===== src/rtl/signed_seq_multiplier.sv =====
// signed_seq_multiplier
// Sequential shift-add multiplier producing the full 2*WIDTH-bit product of
// two WIDTH-bit operands, one add/subtract-and-shift iteration per clock.
// Signed_Mode selects two's-complement (1) or unsigned (0) arithmetic and is
// latched with the operands when Start is accepted in IDLE or DONE.
// In signed mode the final iteration subtracts the multiplicand, because the
// multiplier's MSB carries negative weight.

module signed_seq_multiplier #(
    parameter int WIDTH = 4
) (
    input  logic               Clock,
    input  logic               Reset,
    input  logic               Start,
    input  logic               Signed_Mode,
    input  logic [WIDTH-1:0]   Multiplicand,
    input  logic [WIDTH-1:0]   Multiplier,
    output logic [2*WIDTH-1:0] Product,
    output logic               Busy,
    output logic               Done
);

    localparam int CW = (WIDTH > 1) ? $clog2(WIDTH) : 1;
    localparam logic [CW-1:0] LAST_COUNT = CW'(WIDTH - 1);
    localparam logic [CW-1:0] COUNT_ONE  = CW'(1);

    typedef enum logic [1:0] {
        ST_IDLE = 2'd0,
        ST_RUN  = 2'd1,
        ST_DONE = 2'd2
    } state_t;

    state_t               state_r;
    state_t               state_s;
    logic                 accept_s;
    logic                 last_s;

    logic [WIDTH:0]       mext_r;
    logic [WIDTH:0]       reg_a_r;
    logic [WIDTH-1:0]     reg_q_r;
    logic [CW-1:0]        count_r;
    logic                 mode_r;
    logic [2*WIDTH-1:0]   product_r;
    logic                 busy_r;
    logic                 done_r;

    logic [WIDTH:0]       sum_s;
    logic                 fill_s;
    logic [WIDTH:0]       next_a_s;
    logic [WIDTH-1:0]     next_q_s;

    assign Product = product_r;
    assign Busy    = busy_r;
    assign Done    = done_r;

    // State register for the IDLE/RUN/DONE controller.
    always_ff @(posedge Clock or negedge Reset) begin
        if (!Reset) begin
            state_r <= ST_IDLE;
        end else begin
            state_r <= state_s;
        end
    end

    // Next-state logic; Start is only accepted while not iterating.
    always_comb begin
        state_s  = state_r;
        accept_s = 1'b0;
        case (state_r)
            ST_IDLE: begin
                if (Start) begin
                    state_s  = ST_RUN;
                    accept_s = 1'b1;
                end else begin
                    state_s = ST_IDLE;
                end
            end
            ST_RUN: begin
                if (last_s) begin
                    state_s = ST_DONE;
                end else begin
                    state_s = ST_RUN;
                end
            end
            ST_DONE: begin
                if (Start) begin
                    state_s  = ST_RUN;
                    accept_s = 1'b1;
                end else begin
                    state_s = ST_IDLE;
                end
            end
            default: begin
                state_s = ST_IDLE;
            end
        endcase
    end

    // One iteration: conditional add/subtract of the extended multiplicand, then a one-bit right shift of {A,Q}.
    always_comb begin
        last_s = (count_r == LAST_COUNT);
        if (reg_q_r[0]) begin
            if (mode_r && last_s) begin
                sum_s = reg_a_r - mext_r;
            end else begin
                sum_s = reg_a_r + mext_r;
            end
        end else begin
            sum_s = reg_a_r;
        end
        if (mode_r) begin
            fill_s = sum_s[WIDTH];
        end else begin
            fill_s = 1'b0;
        end
        next_a_s = {fill_s, sum_s[WIDTH:1]};
        next_q_s = {sum_s[0], reg_q_r[WIDTH-1:1]};
    end

    // Datapath registers: operand capture on accept, iteration while running, result on the last iteration.
    always_ff @(posedge Clock or negedge Reset) begin
        if (!Reset) begin
            mext_r    <= {(WIDTH+1){1'b0}};
            reg_a_r   <= {(WIDTH+1){1'b0}};
            reg_q_r   <= {WIDTH{1'b0}};
            count_r   <= {CW{1'b0}};
            mode_r    <= 1'b0;
            product_r <= {(2*WIDTH){1'b0}};
        end else if (accept_s) begin
            if (Signed_Mode) begin
                mext_r <= {Multiplicand[WIDTH-1], Multiplicand};
            end else begin
                mext_r <= {1'b0, Multiplicand};
            end
            reg_a_r <= {(WIDTH+1){1'b0}};
            reg_q_r <= Multiplier;
            count_r <= {CW{1'b0}};
            mode_r  <= Signed_Mode;
        end else if (state_r == ST_RUN) begin
            reg_a_r <= next_a_s;
            reg_q_r <= next_q_s;
            count_r <= count_r + COUNT_ONE;
            if (last_s) begin
                product_r <= {next_a_s[WIDTH-1:0], next_q_s};
            end
        end
    end

    // Registered status outputs derived from the upcoming state.
    always_ff @(posedge Clock or negedge Reset) begin
        if (!Reset) begin
            busy_r <= 1'b0;
            done_r <= 1'b0;
        end else begin
            busy_r <= (state_s == ST_RUN);
            done_r <= (state_s == ST_DONE);
        end
    end

endmodule


===== config.mk =====
export PLATFORM = sky130hd
export DESIGN_NAME = signed_seq_multiplier
export DESIGN_NICKNAME = d
export VERILOG_FILES = /design/src/rtl/signed_seq_multiplier.sv
export SDC_FILE = /design/constraint.sdc
export NUM_CORES = 1
export LEC_CHECK = 0
export ABC_CLOCK_PERIOD_IN_PS = 2450
export BUFFER_PORTS_ARGS = -buffer_cell sky130_fd_sc_hd__clkbuf_2
export CORE_ASPECT_RATIO = 0.9
export CORE_UTILIZATION = 39
export DETAILED_ROUTE_END_ITERATION = 16
export GPL_ROUTABILITY_DRIVEN = 0
export SYNTH_ARGS = -nofsm -noshare
export SYNTH_HDL_FRONTEND = slang
export SYNTH_SLANG_ARGS = --single-unit

===== constraint.sdc =====
create_clock -name Clock -period 2.45 [get_ports Clock]
set_input_delay 0.1225 -clock Clock [delete_from_list [all_inputs] [get_ports Clock]]
set_output_delay 0.1225 -clock Clock [all_outputs]
set_load 0.005 [all_outputs]

==> impl_results.md, run 1 <==
- Status: complete, no violations
- CP max stage delay: 0.48 ns
- Reg clk slew, reported paths: 0.06 ns
- Synth Instances: 153
- Commonest cells in the netlist: 38 x nand2_1, 29 x dfrtp_1, 9 x nor2_1, 9 x o21ai_1
- Area grow syn2layout: 22.6%
- DP HPWL: 2330 um
- Residual overflow from global routing: 0
- Clk sinks: 29
- Mapped cell area: 1460 sq um
- Post-Layout Cell Count: 229
- Leak: 0.878 nW
- Yosys top cell by area: dfrtp_1
- Routed wire length: 3170 um
- Initial core utilization: 41.8%
- Die X-Extent: 66.4 um
- Dpl cells: 219
- Pwr per Cell Area: 1590 nW/um^2
- Worst EP required: 2.67 ns
- Detail Route Antenna Nets: 0
- Met1 Wirelength: 1480 um
- Router iterations before antenna repair: 4
- Slew margin rel.: 52.0%
- Vias in the first global route: 1121
- Vias per cell: 5.15
- Port bufs: 21
- DR top layer: met4
- First-pass GRT wire length: 5350 um
- Core area: 3480 sq um
- Total GRT Usage: 19.3%
- DIE AREA: 3980 sq um
- Antenna Cells: 0
- CTS Buf Count: 5
- Top cell family by delay on the critical path: simple AND/OR/NAND/NOR gates
- H-tree depth: 2
- Final TNS setup: 0 ns
- Worst Hold Class: input port to flop
- #FFs+latches synth: 29
- Clk_skew: 0.00325 ns
- Slowest library cell on the worst path: or4_1
- Worst skew pair latency: 0.28 ns
- Post-Synthesis Net Count: 172
- Top cell type's share of synthesized area: 49.9%
- Met2 WL: 1490 um
- Post-route DRC: 0
- Max VDD drop: 678 uV
- Worst-Margin Slew: 0.721 ns
- Worst-path maximum fanout: 3
- Final hold violations: 0
- WP buf/inv: 1
- Slew Limit Fails: 0
- Critical setup path kind: flop to flop
- Final period utilization: 96.4%
- Ys Warns: 0
- Post-synth EDFFs: 0
- Synth async-reset ratio: 100%
- CTS Buffer Depth: 2
- Sequential fraction of the synthesis area: 49.9%
- Via Count: 1179
- Met3 wire len: 130 um
- Final setup viols: 0
- CTS tree: built
- Die span in y: 60.0 um
- CP arrival: 2.58 ns
- Critical Path Sink Type: flop
- Largest net degree at the start of global routing: 30
- Synth top area cells: dfrtp_1 50%, nand2_1 9.8%, ha_1 5.2%, o21ai_1 3.1%, nor2_1 2.3%
- Critical-path cell list: ha_2 > buf_4 > a21oi_2 > xnor2_1 > ha_1 > nand2b_1 > a21oi_4 > xnor2_2 > or4_1 > nand3_1
- Yosys cell types: 35
- Initial antenna violation count: 0
- CTS Root Cell: clkbuf_8
- Cell row count: 20
- Startpoint Class: flop
- I/O pins: 22
- Routed len/inst: 13.8 um
- Main synth FF type: dfrtp_1
- Share of layout cells above drive strength 1: 27.0%
- Number of max-cap violations: 0
- Count leader, synth: nand2_1
- Initial DRC count: 46
- Fmax: 424 MHz
- Mean post-synth cell area: 9.51 sq um
- Crit path time final: 2.36 ns
- Final #Nets: 203
-- cell families after synthesis --
group           share of synthesized area (%)
compound gates                           15.0
xor+xnor                                 3.01
fa+ha+maj                                6.53
simple gates                             19.8
flops                                    49.9
mux                                      2.24
buf+inv                                  3.61
-- where the power goes --
group	leakage, nW	total (mW)	internal (mW)	switching [mW]
Combinational	0.463	1.52	0.688	0.836
Sequential	0.362	0.869	0.701	0.168
Clock	0.0542	0.442	0.254	0.189
Total	0.878	2.83	1.64	1.19
-- placed cells by master (no fill, tap or decap), drive strengths merged, types with 2 or more instances in the layout --
cell / synthesis / routed
a21oi: 5 / 5
a22o: 3 / 3
a22oi: 3 / 3
a31oi: 3 / 3
buf: 1 / 6
clkbuf: 3 / 28
dfrtp: 29 / 29
ha: 6 / 6
inv: 8 / 8
mux2: 2 / 2
nand2: 38 / 38
nand2b: 3 / 3
nand3: 2 / 2
nor2: 10 / 10
nor2b: 4 / 4
o21ai: 15 / 15
xnor2: 2 / 2
xor2: 3 / 3
-- worst reg2reg max path: cells and delay by family (launching register included) --
family	cells	cell delay, ns
simple gates	3	0.68
fa+ha+maj	2	0.56
compound gates	2	0.35
buf+inv	1	0.14
xor+xnor	2	0.18
flops	1	0.40
-- per-layer routing --
layer | GRT usage [%] | up-vias
li1 | - | 584
met1 | 26.2 | 564
met2 | 28.0 | 23
met3 | 5.15 | 8
met4 | 10.3 | 0
met5 | 0 | -
-- stage by stage --
stage / utilization, % / hold WS [ns] / setup slack (ns) / total power, mW / instance area [sq um]
after floorplan: - / -0.173 / 0.194 / 1.87 / 1460
final: 51.3 / 0.0333 / 0.0892 / 2.83 / 1780
after global placement: 46.9 / 0.218 / 0.0778 / 2.21 / 1630
after CTS: 50.3 / 0.0324 / 0.0506 / 2.74 / 1750
after detailed placement: 46.9 / 0.220 / 0.0360 / 2.27 / 1630
after global routing: 51.3 / 0.0289 / -0.0144 / 3.11 / 1780
-- path summary, 6_finish.rpt --
| kind | cells past startpoint | endpoint | slack [ns] | startpoint |
|---|---|---|---|---|
| max reg2reg | 10 | reg_a_r[4]$_DFFE_PN0P_ | 0.09 | count_r[0]$_DFFE_PN0P_ |
| max in group asynchronous | 2 | Product[7]$_DFFE_PN0P_ | 1.56 | Reset |
| min in group asynchronous | 2 | Busy$_DFF_PN0_ | 0.42 | Reset |
| min reg2reg | 2 | Product[1]$_DFFE_PN0P_ | 0.48 | Product[1]$_DFFE_PN0P_ |
| min | 3 | mext_r[2]$_DFFE_PN0P_ | 0.03 | Multiplicand[2] |
| max | 10 | reg_a_r[4]$_DFFE_PN0P_ | 0.09 | count_r[0]$_DFFE_PN0P_ |
-- what timing repair did --
| action | in CTS | in global routing |
|---|---|---|
| setup buffers | 1 | 0 |
| hold buffers | 1 | 0 |
| hold endpoints to repair | 29 | 0 |
| pin swaps | 0 | 2 |
| endpoints found under the setup margin | 1 | 5 |
| gates resized for setup | 0 | 8 |
-- sequential cells by signal, summed over array words and instances (netlist names) --
register  flops
mext_r        5
reg_a_r       5
Product       8
Busy          1
count_r       2
reg_q_r       4
Done          1
mode_r        1
state_r       2
-- final cells by class --
type,count,area [sq um]
Tap cell,44,55.1
Timing Repair Buffer,28,160
Clock inverter,1,5.00
Fill cell,338,1690
Sequential cell,29,726
Multi-Input combinational cell,112,712
Inverter,8,30.0
Clock buffer,7,96.3
Power figures use the tool's default switching activity.
==> run 2, diff against run 1 <==
--- a/config.mk
+++ b/config.mk
@@ -8,7 +8,7 @@
 export ABC_CLOCK_PERIOD_IN_PS = 2450
 export BUFFER_PORTS_ARGS = -buffer_cell sky130_fd_sc_hd__clkbuf_2
 export CORE_ASPECT_RATIO = 0.9
-export CORE_UTILIZATION = 39
+export CORE_UTILIZATION = 36
 export DETAILED_ROUTE_END_ITERATION = 16
 export GPL_ROUTABILITY_DRIVEN = 0
 export SYNTH_ARGS = -nofsm -noshare
==> impl_results.md, run 2 (synthesis gave the netlist of run 1 again) <==
- Share of layout cells above drive strength 1: 26.3%
- Initial core utilization: 38.5%
- Total GRT Usage: 16.4%
- GR peak layer: met2
- Die span in y: 62.3 um
- Cell row count: 21
- Post-route DRC: 0
- Placed instance area: 1630 sq um
- Met3 GRT Util: 4.38%
- Commonest non-fill, non-tap cell in the layout: nand2_1
- Critical-path cell list: inv_1 > ha_1 > nand2_1 > o21ai_2 > fa_2 > nand2b_4 > a21oi_4 > xor2_1 > mux2i_1 > o21ai_1
- Critical setup path kind: flop to flop
- CP arrival: 2.48 ns
- Area grow syn2layout: 22.4%
- WP buf/inv: 1
- Setup crit start: mext_r[0]$_DFFE_PN0P_
- Worst EP required: 2.60 ns
- Leak: 0.880 nW
- Vias in the first global route: 1168
- Crit path time final: 2.33 ns
- Antenna Cells: 0
- Final setup viols: 0
- Critical Path Sink Type: flop
- Worst R2R Path Depth: 10
- Slew Limit Fails: 0
- Vias per cell: 5.16
- Residual overflow from global routing: 0
- Hold WS: 0.0286 ns
- Die X-Extent: 69.0 um
- Routed wire length: 3140 um
- Core area: 3780 sq um
- Initial antenna violation count: 0
- Largest net degree at the start of global routing: 30
- Fmax: 429 MHz
- DIE AREA: 4300 sq um
- Worst skew pair latency: 0.28 ns
- Clk sinks: 29
- DP HPWL: 2290 um
- Final TNS setup: 0 ns
- H-tree depth: 2
- Final period utilization: 95.2%
- Final #Nets: 204
- Slew margin rel.: 52.2%
- Setup crit end: reg_a_r[3]$_DFFE_PN0P_
- GR met1 Demand/Resource: 20.3%
- CTS tree: built
- Slowest library cell on the worst path: fa_2
- Worst Hold Class: input port to flop
- First-pass GRT wire length: 5420 um
- Routed len/inst: 13.5 um
- CTS Root Cell: clkbuf_8
- Reg2reg end: reg_a_r[3]$_DFFE_PN0P_
- Max VDD drop: 697 uV
- Initial DRC count: 32
- Via Count: 1196
- Pwr per Cell Area: 1590 nW/um^2
- Detail Route Antenna Nets: 0
- Number of max-cap violations: 0
- Worst-Margin Slew: 0.717 ns
- Reg clk slew, reported paths: 0.06 ns
- Final hold violations: 0
- CTS Buf Count: 5
- Worst-path maximum fanout: 2
- Status: complete, no violations
- Top cell family by delay on the critical path: adder cells
- Clk_skew: 0.00411 ns
- Most frequent cells in the layout: 38 x nand2_1, 29 x dfrtp_1, 21 x clkbuf_2
- Reg2Reg Setup Slack: 0.12 ns
- Reg2reg start: mext_r[0]$_DFFE_PN0P_
- WP depth: 10
- CTS Buffer Depth: 2
- CP max stage delay: 0.40 ns
- I/O pins: 22
- Met2 Usage GRT: 27.3%
- Port bufs: 21
- Design Area, Final: 1780 sq um
- Startpoint Class: flop
- Max FFs per register: 8
- Router iterations before antenna repair: 4
[run 2: worst min path at each step]
| stage | startpoint | end | slack, ns | cells past startpoint |
|---|---|---|---|---|
| floorplan | Reset | Busy$_DFF_PN0_ | -0.17 | 0 |
| finish | Multiplicand[2] | mext_r[2]$_DFFE_PN0P_ | 0.03 | 3 |
| detailed placement | Reset | Busy$_DFF_PN0_ | 0.22 | 1 |
| global route | Multiplicand[1] | mext_r[1]$_DFFE_PN0P_ | 0.05 | 3 |
| CTS | Multiplicand[2] | mext_r[2]$_DFFE_PN0P_ | 0.02 | 3 |
| global placement | Reset | mext_r[3]$_DFFE_PN0P_ | 0.21 | 1 |
[run 2: report_power, final]
part	leakage, nW	total (mW)	switching [mW]	internal (mW)
logic	0.473	1.57	0.838	0.734
registers	0.362	0.874	0.173	0.701
clock network	0.0450	0.381	0.185	0.196
total	0.880	2.83	1.20	1.63
[run 2: routing by layer]
layer / routed length [um] / share of wire (%) / vias up
li1: - / - / 586
met1: 1430 / 46 / 580
met2: 1530 / 49 / 24
met3: 129 / 4.1 / 6
met4: 48 / 1.5 / 0
met5: 0 / 0 / -
[run 2: layout make-up]
| class | count | area [sq um] |
|---|---|---|
| clock buffer | 6 | 72.6 |
| clock inverter | 2 | 10.0 |
| tap | 46 | 57.6 |
| sequential | 29 | 726 |
| inverter | 8 | 30.0 |
| timing repair buffer | 29 | 168 |
| fill | 377 | 2000 |
| multi-input combinational | 112 | 718 |
[run 2: worst min-delay path: cells and delay by family]
kind | cells | cell delay, ns
AND/OR/NAND/NOR | 2 | 0.08
buffers and inverters | 1 | 0.08
[run 2: per-stage QoR]
| step | total power [mW] | std cells | setup WS, ns | utilization [%] |
|---|---|---|---|---|
| CTS | 2.66 | 230 | 0.00377 | 45.6 |
| global route | 3.09 | 232 | -0.0148 | 47.1 |
| finish | 2.83 | 232 | 0.118 | 47.1 |
| global placement | 2.21 | 221 | 0.0714 | 43.2 |
| detailed placement | 2.26 | 221 | 0.0350 | 43.2 |
| floorplan | 1.87 | 153 | 0.194 | - |
[run 2: repair_timing]
item	CTS	global route
endpoints found under the hold margin	29	0
resized for setup	0	8
endpoints found under the setup margin	0	5
buffers inserted	0	2
hold buffers	1	0
